## src/rtl/rpl_arb_pkg.sv

```systemverilog
// Shared types and helpers for the age-ordered lock arbiter.
// Holds the modular age comparison, the per-port state enum and the slot-index width helper.
package rpl_arb_pkg;

  localparam int ID_MAX_W = 64;

  typedef enum logic [1:0] {
    IDLE = 2'd0,
    WAIT = 2'd1,
    HELD = 2'd2
  } port_state_e;

  function automatic int slot_idx_w(input int n);
    return (n > 1) ? $clog2(n) : 1;
  endfunction

  // a is older than b when (a - b), read as a signed id_width-bit value, is negative.
  function automatic logic id_older(input logic [ID_MAX_W-1:0] a,
                                    input logic [ID_MAX_W-1:0] b,
                                    input int                  id_width);
    return ((a - b) & (ID_MAX_W'(1) << (id_width - 1))) != '0;
  endfunction

endpackage

```

## src/rtl/rpl_oldest_picker.sv

```systemverilog
// Combinational oldest-candidate selector: one-hot of the oldest masked candidate plus valid.
// Equal IDs resolve to the lower port index, so the one-hot is always exact.
module rpl_oldest_picker
  import rpl_arb_pkg::*;
#(
  parameter int NUM_PORTS = 8,
  parameter int ID_WIDTH  = 16
) (
  input  logic [NUM_PORTS-1:0]               cand,
  input  logic [NUM_PORTS-1:0][ID_WIDTH-1:0] ids,
  output logic [NUM_PORTS-1:0]               onehot,
  output logic                               valid
);

  // NOTE: onehot gets its full value before the loop clears bits, so no path leaves it unassigned (no latch).
  always_comb begin
    onehot = cand;
    for (int p = 0; p < NUM_PORTS; p++) begin
      for (int q = 0; q < NUM_PORTS; q++) begin
        if (q != p && cand[q] &&
            (id_older(ID_MAX_W'(ids[q]), ID_MAX_W'(ids[p]), ID_WIDTH) ||
             (ids[q] == ids[p] && q < p))) begin
          onehot[p] = 1'b0;
        end
      end
    end
  end

  assign valid = |cand;

endmodule

```

## src/rtl/rpl_age_arbiter.sv

```systemverilog
// Age-ordered lock arbiter: grants pool slots oldest-ID first, a slot stays locked until its holder drops req.
// Optional statistics outputs are enabled with `define RPL_AGE_ARB_STATS_EN.
module rpl_age_arbiter
  import rpl_arb_pkg::*;
#(
  parameter int NUM_PORTS            = 8,
  parameter int NUM_RES              = 8,
  parameter int ID_WIDTH             = 16,
  parameter int MAX_GRANTS_PER_CYCLE = 2,
  localparam int SLOT_W              = slot_idx_w(NUM_RES),
  localparam int CNT_W               = $clog2(NUM_RES + 1)
) (
  input  logic                               clk,
  input  logic                               rst_n,
  input  logic                               flush,
  input  logic [NUM_PORTS-1:0]               req_valid,
  input  logic [NUM_PORTS-1:0][ID_WIDTH-1:0] req_id,
  output logic [NUM_PORTS-1:0]               grant,
  output logic [NUM_PORTS-1:0][SLOT_W-1:0]   grant_slot,
  output logic [NUM_RES-1:0]                 slot_busy,
  output logic [CNT_W-1:0]                   free_count
`ifdef RPL_AGE_ARB_STATS_EN
  ,
  output logic [31:0]                        stat_grants,
  output logic [31:0]                        stat_wait_cycles,
  output logic [15:0]                        stat_max_wait
`endif
);

  localparam int G = MAX_GRANTS_PER_CYCLE;

  port_state_e                        state   [NUM_PORTS];
  port_state_e                        state_n [NUM_PORTS];
  logic [NUM_PORTS-1:0][ID_WIDTH-1:0] held_id, held_id_n, eff_id;
  logic [NUM_PORTS-1:0]               grant_n;
  logic [NUM_PORTS-1:0][SLOT_W-1:0]   grant_slot_n;
  logic [NUM_RES-1:0]                 slot_busy_n;
  logic [CNT_W-1:0]                   free_count_n;

  logic [NUM_PORTS-1:0]               cand;
  logic [G-1:0][NUM_PORTS-1:0]        remain;
  logic [G-1:0][NUM_PORTS-1:0]        pick;
  logic [G-1:0]                       pick_valid, free_ok, fire;
  logic [G-1:0][SLOT_W-1:0]           free_idx;
  int                                 nfree;

  assign cand      = req_valid & ~grant;
  assign remain[0] = cand;

  // Held ports present their frozen ID; they are never candidates, so this only keeps the ID visible.
  for (genvar p = 0; p < NUM_PORTS; p++) begin : g_eff_id
    assign eff_id[p] = (state[p] == HELD) ? held_id[p] : req_id[p];
  end

  // Cascade: each stage picks the oldest among candidates not taken by earlier stages.
  for (genvar g = 0; g < G; g++) begin : g_stage
    rpl_oldest_picker #(
      .NUM_PORTS (NUM_PORTS),
      .ID_WIDTH  (ID_WIDTH)
    ) u_picker (
      .cand   (remain[g]),
      .ids    (eff_id),
      .onehot (pick[g]),
      .valid  (pick_valid[g])
    );
    if (g < G - 1) begin : g_mask
      assign remain[g+1] = remain[g] & ~pick[g];
    end
    assign fire[g] = pick_valid[g] & free_ok[g] & ~flush;
  end

  // The g-th lowest free slot feeds stage g; a slot freed this edge is still busy here.
  always_comb begin
    free_ok  = '0;
    free_idx = '0;
    nfree    = 0;
    for (int k = 0; k < NUM_RES; k++) begin
      if (!slot_busy[k]) begin
        for (int g = 0; g < G; g++) begin
          if (nfree == g) begin
            free_ok[g]  = 1'b1;
            free_idx[g] = SLOT_W'(k);
          end
        end
        nfree = nfree + 1;
      end
    end
  end

  always_comb begin
    state_n      = state;
    held_id_n    = held_id;
    grant_n      = grant;
    grant_slot_n = grant_slot;
    slot_busy_n  = slot_busy;
    for (int p = 0; p < NUM_PORTS; p++) begin
      if (flush) begin
        state_n[p]      = IDLE;
        grant_n[p]      = 1'b0;
        grant_slot_n[p] = '0;
        held_id_n[p]    = '0;
      end else begin
        case (state[p])
          IDLE: if (req_valid[p])  state_n[p] = WAIT;
          WAIT: if (!req_valid[p]) state_n[p] = IDLE;
          HELD: begin
            if (!req_valid[p]) begin
              state_n[p]                  = IDLE;
              grant_n[p]                  = 1'b0;
              grant_slot_n[p]             = '0;
              held_id_n[p]                = '0;
              slot_busy_n[grant_slot[p]]  = 1'b0;
            end
          end
          default: state_n[p] = IDLE;
        endcase
      end
    end
    if (flush) slot_busy_n = '0;
    for (int g = 0; g < G; g++) begin
      for (int p = 0; p < NUM_PORTS; p++) begin
        if (fire[g] && pick[g][p]) begin
          state_n[p]              = HELD;
          grant_n[p]              = 1'b1;
          grant_slot_n[p]         = free_idx[g];
          held_id_n[p]            = req_id[p];
          slot_busy_n[free_idx[g]] = 1'b1;
        end
      end
    end
  end

  always_comb begin
    free_count_n = '0;
    for (int k = 0; k < NUM_RES; k++) begin
      if (!slot_busy_n[k]) free_count_n = free_count_n + 1'b1;
    end
  end

  // NOTE: state registers use non-blocking assignment so every flop samples pre-edge values.
  always_ff @(posedge clk or negedge rst_n) begin
    if (!rst_n) begin
      for (int p = 0; p < NUM_PORTS; p++) state[p] <= IDLE;
      // NOTE: the latched-ID array is flop-based, so it is cleared by reset like any other state.
      held_id    <= '0;
      grant      <= '0;
      grant_slot <= '0;
      slot_busy  <= '0;
      free_count <= CNT_W'(NUM_RES);
    end else begin
      state      <= state_n;
      held_id    <= held_id_n;
      grant      <= grant_n;
      grant_slot <= grant_slot_n;
      slot_busy  <= slot_busy_n;
      free_count <= free_count_n;
    end
  end

`ifdef RPL_AGE_ARB_STATS_EN
  logic [NUM_PORTS-1:0][15:0] wait_run, wait_run_n;
  logic [31:0]                grants_now, waits_now;
  logic [15:0]                max_now;

  always_comb begin
    grants_now = '0;
    waits_now  = '0;
    max_now    = stat_max_wait;
    wait_run_n = '0;
    for (int g = 0; g < G; g++) begin
      if (fire[g]) grants_now = grants_now + 32'd1;
    end
    for (int p = 0; p < NUM_PORTS; p++) begin
      if (state[p] == WAIT) begin
        waits_now     = waits_now + 32'd1;
        wait_run_n[p] = (wait_run[p] == 16'hFFFF) ? wait_run[p] : wait_run[p] + 16'd1;
        if (wait_run_n[p] > max_now) max_now = wait_run_n[p];
      end
    end
  end

  // Counters ignore flush; only reset clears them.
  always_ff @(posedge clk or negedge rst_n) begin
    if (!rst_n) begin
      wait_run         <= '0;
      stat_grants      <= '0;
      stat_wait_cycles <= '0;
      stat_max_wait    <= '0;
    end else begin
      wait_run         <= wait_run_n;
      stat_grants      <= stat_grants + grants_now;
      stat_wait_cycles <= stat_wait_cycles + waits_now;
      stat_max_wait    <= max_now;
    end
  end
`endif

endmodule

```

## config.mk

```make
export PLATFORM = sky130hd
export DESIGN_NAME = rpl_age_arbiter
export DESIGN_NICKNAME = d
export VERILOG_FILES = /design/src/rtl/rpl_arb_pkg.sv /design/src/rtl/rpl_oldest_picker.sv /design/src/rtl/rpl_age_arbiter.sv
export SDC_FILE = /design/constraint.sdc
export NUM_CORES = 1
export LEC_CHECK = 0
export ABC_AREA = 1
export CAP_MARGIN = 20
export CORE_MARGIN = 3
export CORE_UTILIZATION = 45
export DETAILED_ROUTE_END_ITERATION = 12
export PLACE_DENSITY = 0.69
export SETUP_SLACK_MARGIN = 0.15
export SYNTH_ARGS = -nofsm -noshare
export SYNTH_HDL_FRONTEND = slang
export SYNTH_SLANG_ARGS = --single-unit
```

## constraint.sdc

```tcl
create_clock -name clk -period 7.6 [get_ports clk]
set_clock_uncertainty 0.05 [all_clocks]
set_input_delay 1.52 -clock clk [delete_from_list [all_inputs] [get_ports clk]]
set_output_delay 1.52 -clock clk [all_outputs]
set_load 0.05 [all_outputs]
```

==> metrics.yaml <==
outcome:
  status: "finished, final reports clean"
timing:
  min_period_ns: 7.50
  worst_slew_pin_slew_ns: 0.974
  setup_violations: 0
  rsz0062_at_grt: "true"
  slew_viol_final: 0
  max_slew_margin_pct: 35.0
  hold_viol: 0
  final.period_utilization_pct: 98.7
  fmax_ghz: 0.133
  fin_ws_ns: 0.0959
critical_path:
  crit_path_max_fanout: 10
  r2r_start: "state[0]$_DFFE_PN0P_"
  rr_worst_depth: 54
  cp-startpoint: "req_id[116]"
  cp_common_cell: "buf_4"
  cp_data_arrival_time_ns: 7.84
  crit_path_max_incr_delay_ns: 0.27
  setup.worst_path.class: "in -> reg"
  cp-end-kind: "flop"
  cp_slowest_cell: "ha_4"
  critPathCapture: "held_id[109]$_DFFE_PN0P_"
  ff2ff_setup_slack_ns: 0.28
  cp-start-kind: "primary input"
  critPathRequiredTime_ns: 7.93
  r2r_end: "held_id[109]$_DFFE_PN0P_"
routing:
  post_drt_wl_per_cell_um: 22.3
  first_pass_iters: 6
  viasPerCell: 5.37
  dr_total_vias: 38901
  drtAntennaViolNets: 0
  wl_um: 161000
  dr.first_iter.drc_count: 3503
  drc: 0
logic_synthesis:
  syn_inst: 5018
  post-synth-top-area-cell: "ha_1"
  synth_edf_count: 0
  syn_nets: 6035
  synth_seq_cells: 188
  ys_warn_count: 0
  ys_seq_area_share_pct: 14.5
  syn_avg_cell_area_sq_um: 6.48
  synthTopCellsByArea: "ha_1 (34%), nand2_1 (19%), dfrtp_1 (14%)"
  synth_top_area_share_pct: 33.8
  synthTopCellsByCount: "nand2_1 (1628), ha_1 (878), inv_1 (840)"
  synth_flop_cell: "dfrtp_1"
  ys_types: 47
  synth-async-reset-ratio_pct: 100
  synth.most_common_cell: "nand2_1"
  syn-cell-area_sq_um: 32500
clocking:
  cts_made_buffers: 17
  clock-sinks: 188
  cts_tree: "built"
  clockRootBuffer: "clkbuf_16"
  holdBufCountCts: 0
  htree_num_levels: 4
  clock_path_buffers: 2
  clk_latency_ns: 0.52
  path_clk_slew_ns: 0.09
run:
  maxCapViolCount: 0
placed_design:
  dp_hpwl_um: 129000
  post-place-ws_ns: -1.28
  place.detailed.instances: 6919
  place_area_sq_um: 42300
  port_buffers: 182
  routabilityCongestion: 1.07
die:
  ioPinCount: 183
  rows: 97
  die_w_um: 275
  die_area_sq_um: 75500
  initial_core_util_pct: 45.9
  core_sq_um: 70800
  dieHeight_um: 275
cells_and_area:
  finalNetCount: 7305
  final_util_pct: 69.7
  fill_cells: 6015
  layout-drive-gt1-share_pct: 30.0
  postLayoutCellArea_sq_um: 49300
  syn_to_final_growth_pct: 51.7
  instances_no_fill: 7246
  multi_input_area_sq_um: 27600
  regArea_sq_um: 4710
min_path:
  hold_class: "reg -> reg"
global_route:
  first_global_vias: 35457
  antenna_found_initial: 13
  gr-total-overflow: 0
  grt_usage_pct: 40.6
  grt_max_degree: 98
  grt_first_pass_wirelength_um: 225000
state kept, by name, summed over array words and instances (netlist names):
| name | count |
|---|---|
| grant_slot | 24 |
| slot_busy | 8 |
| state | 16 |
| grant | 8 |
| held_id | 128 |
| free_count | 4 |
cell usage in the layout (no fill, tap or decap), drive strengths merged, types with 30 or more instances in the layout:
cell type	count
a21oi	328
buf	1132
clkdlybuf4s50	116
clkinvlp	44
dfrtp	187
dlymetal6s2s	43
ha	878
inv	813
nand2	1654
nand3	221
nand4	30
nor2	303
o21ai	350
logic make-up (layout without fill, tap and decap cells):
kind of cell               after synthesis  in the layout  synth area share (%)
AOI/OAI and AO/OA                      761            761                  12.6
and+or+nand+nor                       2250           2254                  27.7
DFF                                    188            188                  14.5
other                                    0              5                     0
buffers and inverters                  918           2197                  10.7
xor gates and xnor gates                23             23                 0.666
adders and majority gates              878            878                  33.8
stage by stage:
| stage | hold WS, ns | setup TNS [ns] |
|---|---|---|
| final | 0.447 | 0 |
| after global routing | 0.465 | -0.424 |
| after CTS | 0.447 | 0 |
| after detailed placement | 0.424 | -3.63 |
| after global placement | 0.422 | -3.29 |
| after floorplan | 0.403 | 0 |
how the worst min path moves through the flow:
| stage | start | endpoint | slack [ns] | cells after the start |
|---|---|---|---|---|
| floorplan | held_id[127]$_DFFE_PN0P_ | held_id[127]$_DFFE_PN0P_ | 0.40 | 2 |
| global placement | held_id[127]$_DFFE_PN0P_ | held_id[127]$_DFFE_PN0P_ | 0.42 | 2 |
| detailed placement | held_id[127]$_DFFE_PN0P_ | held_id[127]$_DFFE_PN0P_ | 0.42 | 2 |
| CTS | held_id[127]$_DFFE_PN0P_ | held_id[127]$_DFFE_PN0P_ | 0.45 | 2 |
| global route | held_id[127]$_DFFE_PN0P_ | held_id[127]$_DFFE_PN0P_ | 0.47 | 2 |
| finish | held_id[127]$_DFFE_PN0P_ | held_id[127]$_DFFE_PN0P_ | 0.45 | 2 |
worst max-delay path: cells and delay by family:
kind / cells / cell delay [ns]
compound gates: 2 / 0.25
fa+ha+maj: 1 / 0.27
buf+inv: 29 / 4.08
simple gates: 18 / 1.67
area by class of cell:
type / count / share of cell area (%)
inverters: 849 / 6.87
repair buffers: 1316 / 23.9
multi-input cells: 3916 / 56.0
diodes: 5 / 0.0254
flip-flops and latches: 188 / 9.55
well taps: 940 / 2.38
clock inverters: 15 / 0.454
clock buffers: 17 / 0.862
routing by layer:
metal	global-route usage, %	share of wire, %	vias up	wire (um)
met5	0	0.032	-	51
met2	65.7	44	1813	71400
met1	51.3	40	18115	64600
li1	-	-	18458	-
met4	22.6	7.2	8	11700
met3	6.58	8.4	507	13600
repair_timing:
action | 4_1_cts | 5_1_grt
pin swaps | 124 | 201
gates cloned | 3 | 3
gates resized for setup | 365 | 557
endpoints found under the setup margin | 3 | 47
setup buffers | 152 | 132
Power is left out: the tool's default activity adds up to more than one toggle a clock period on the data nets, which glitch-free logic cannot reach.
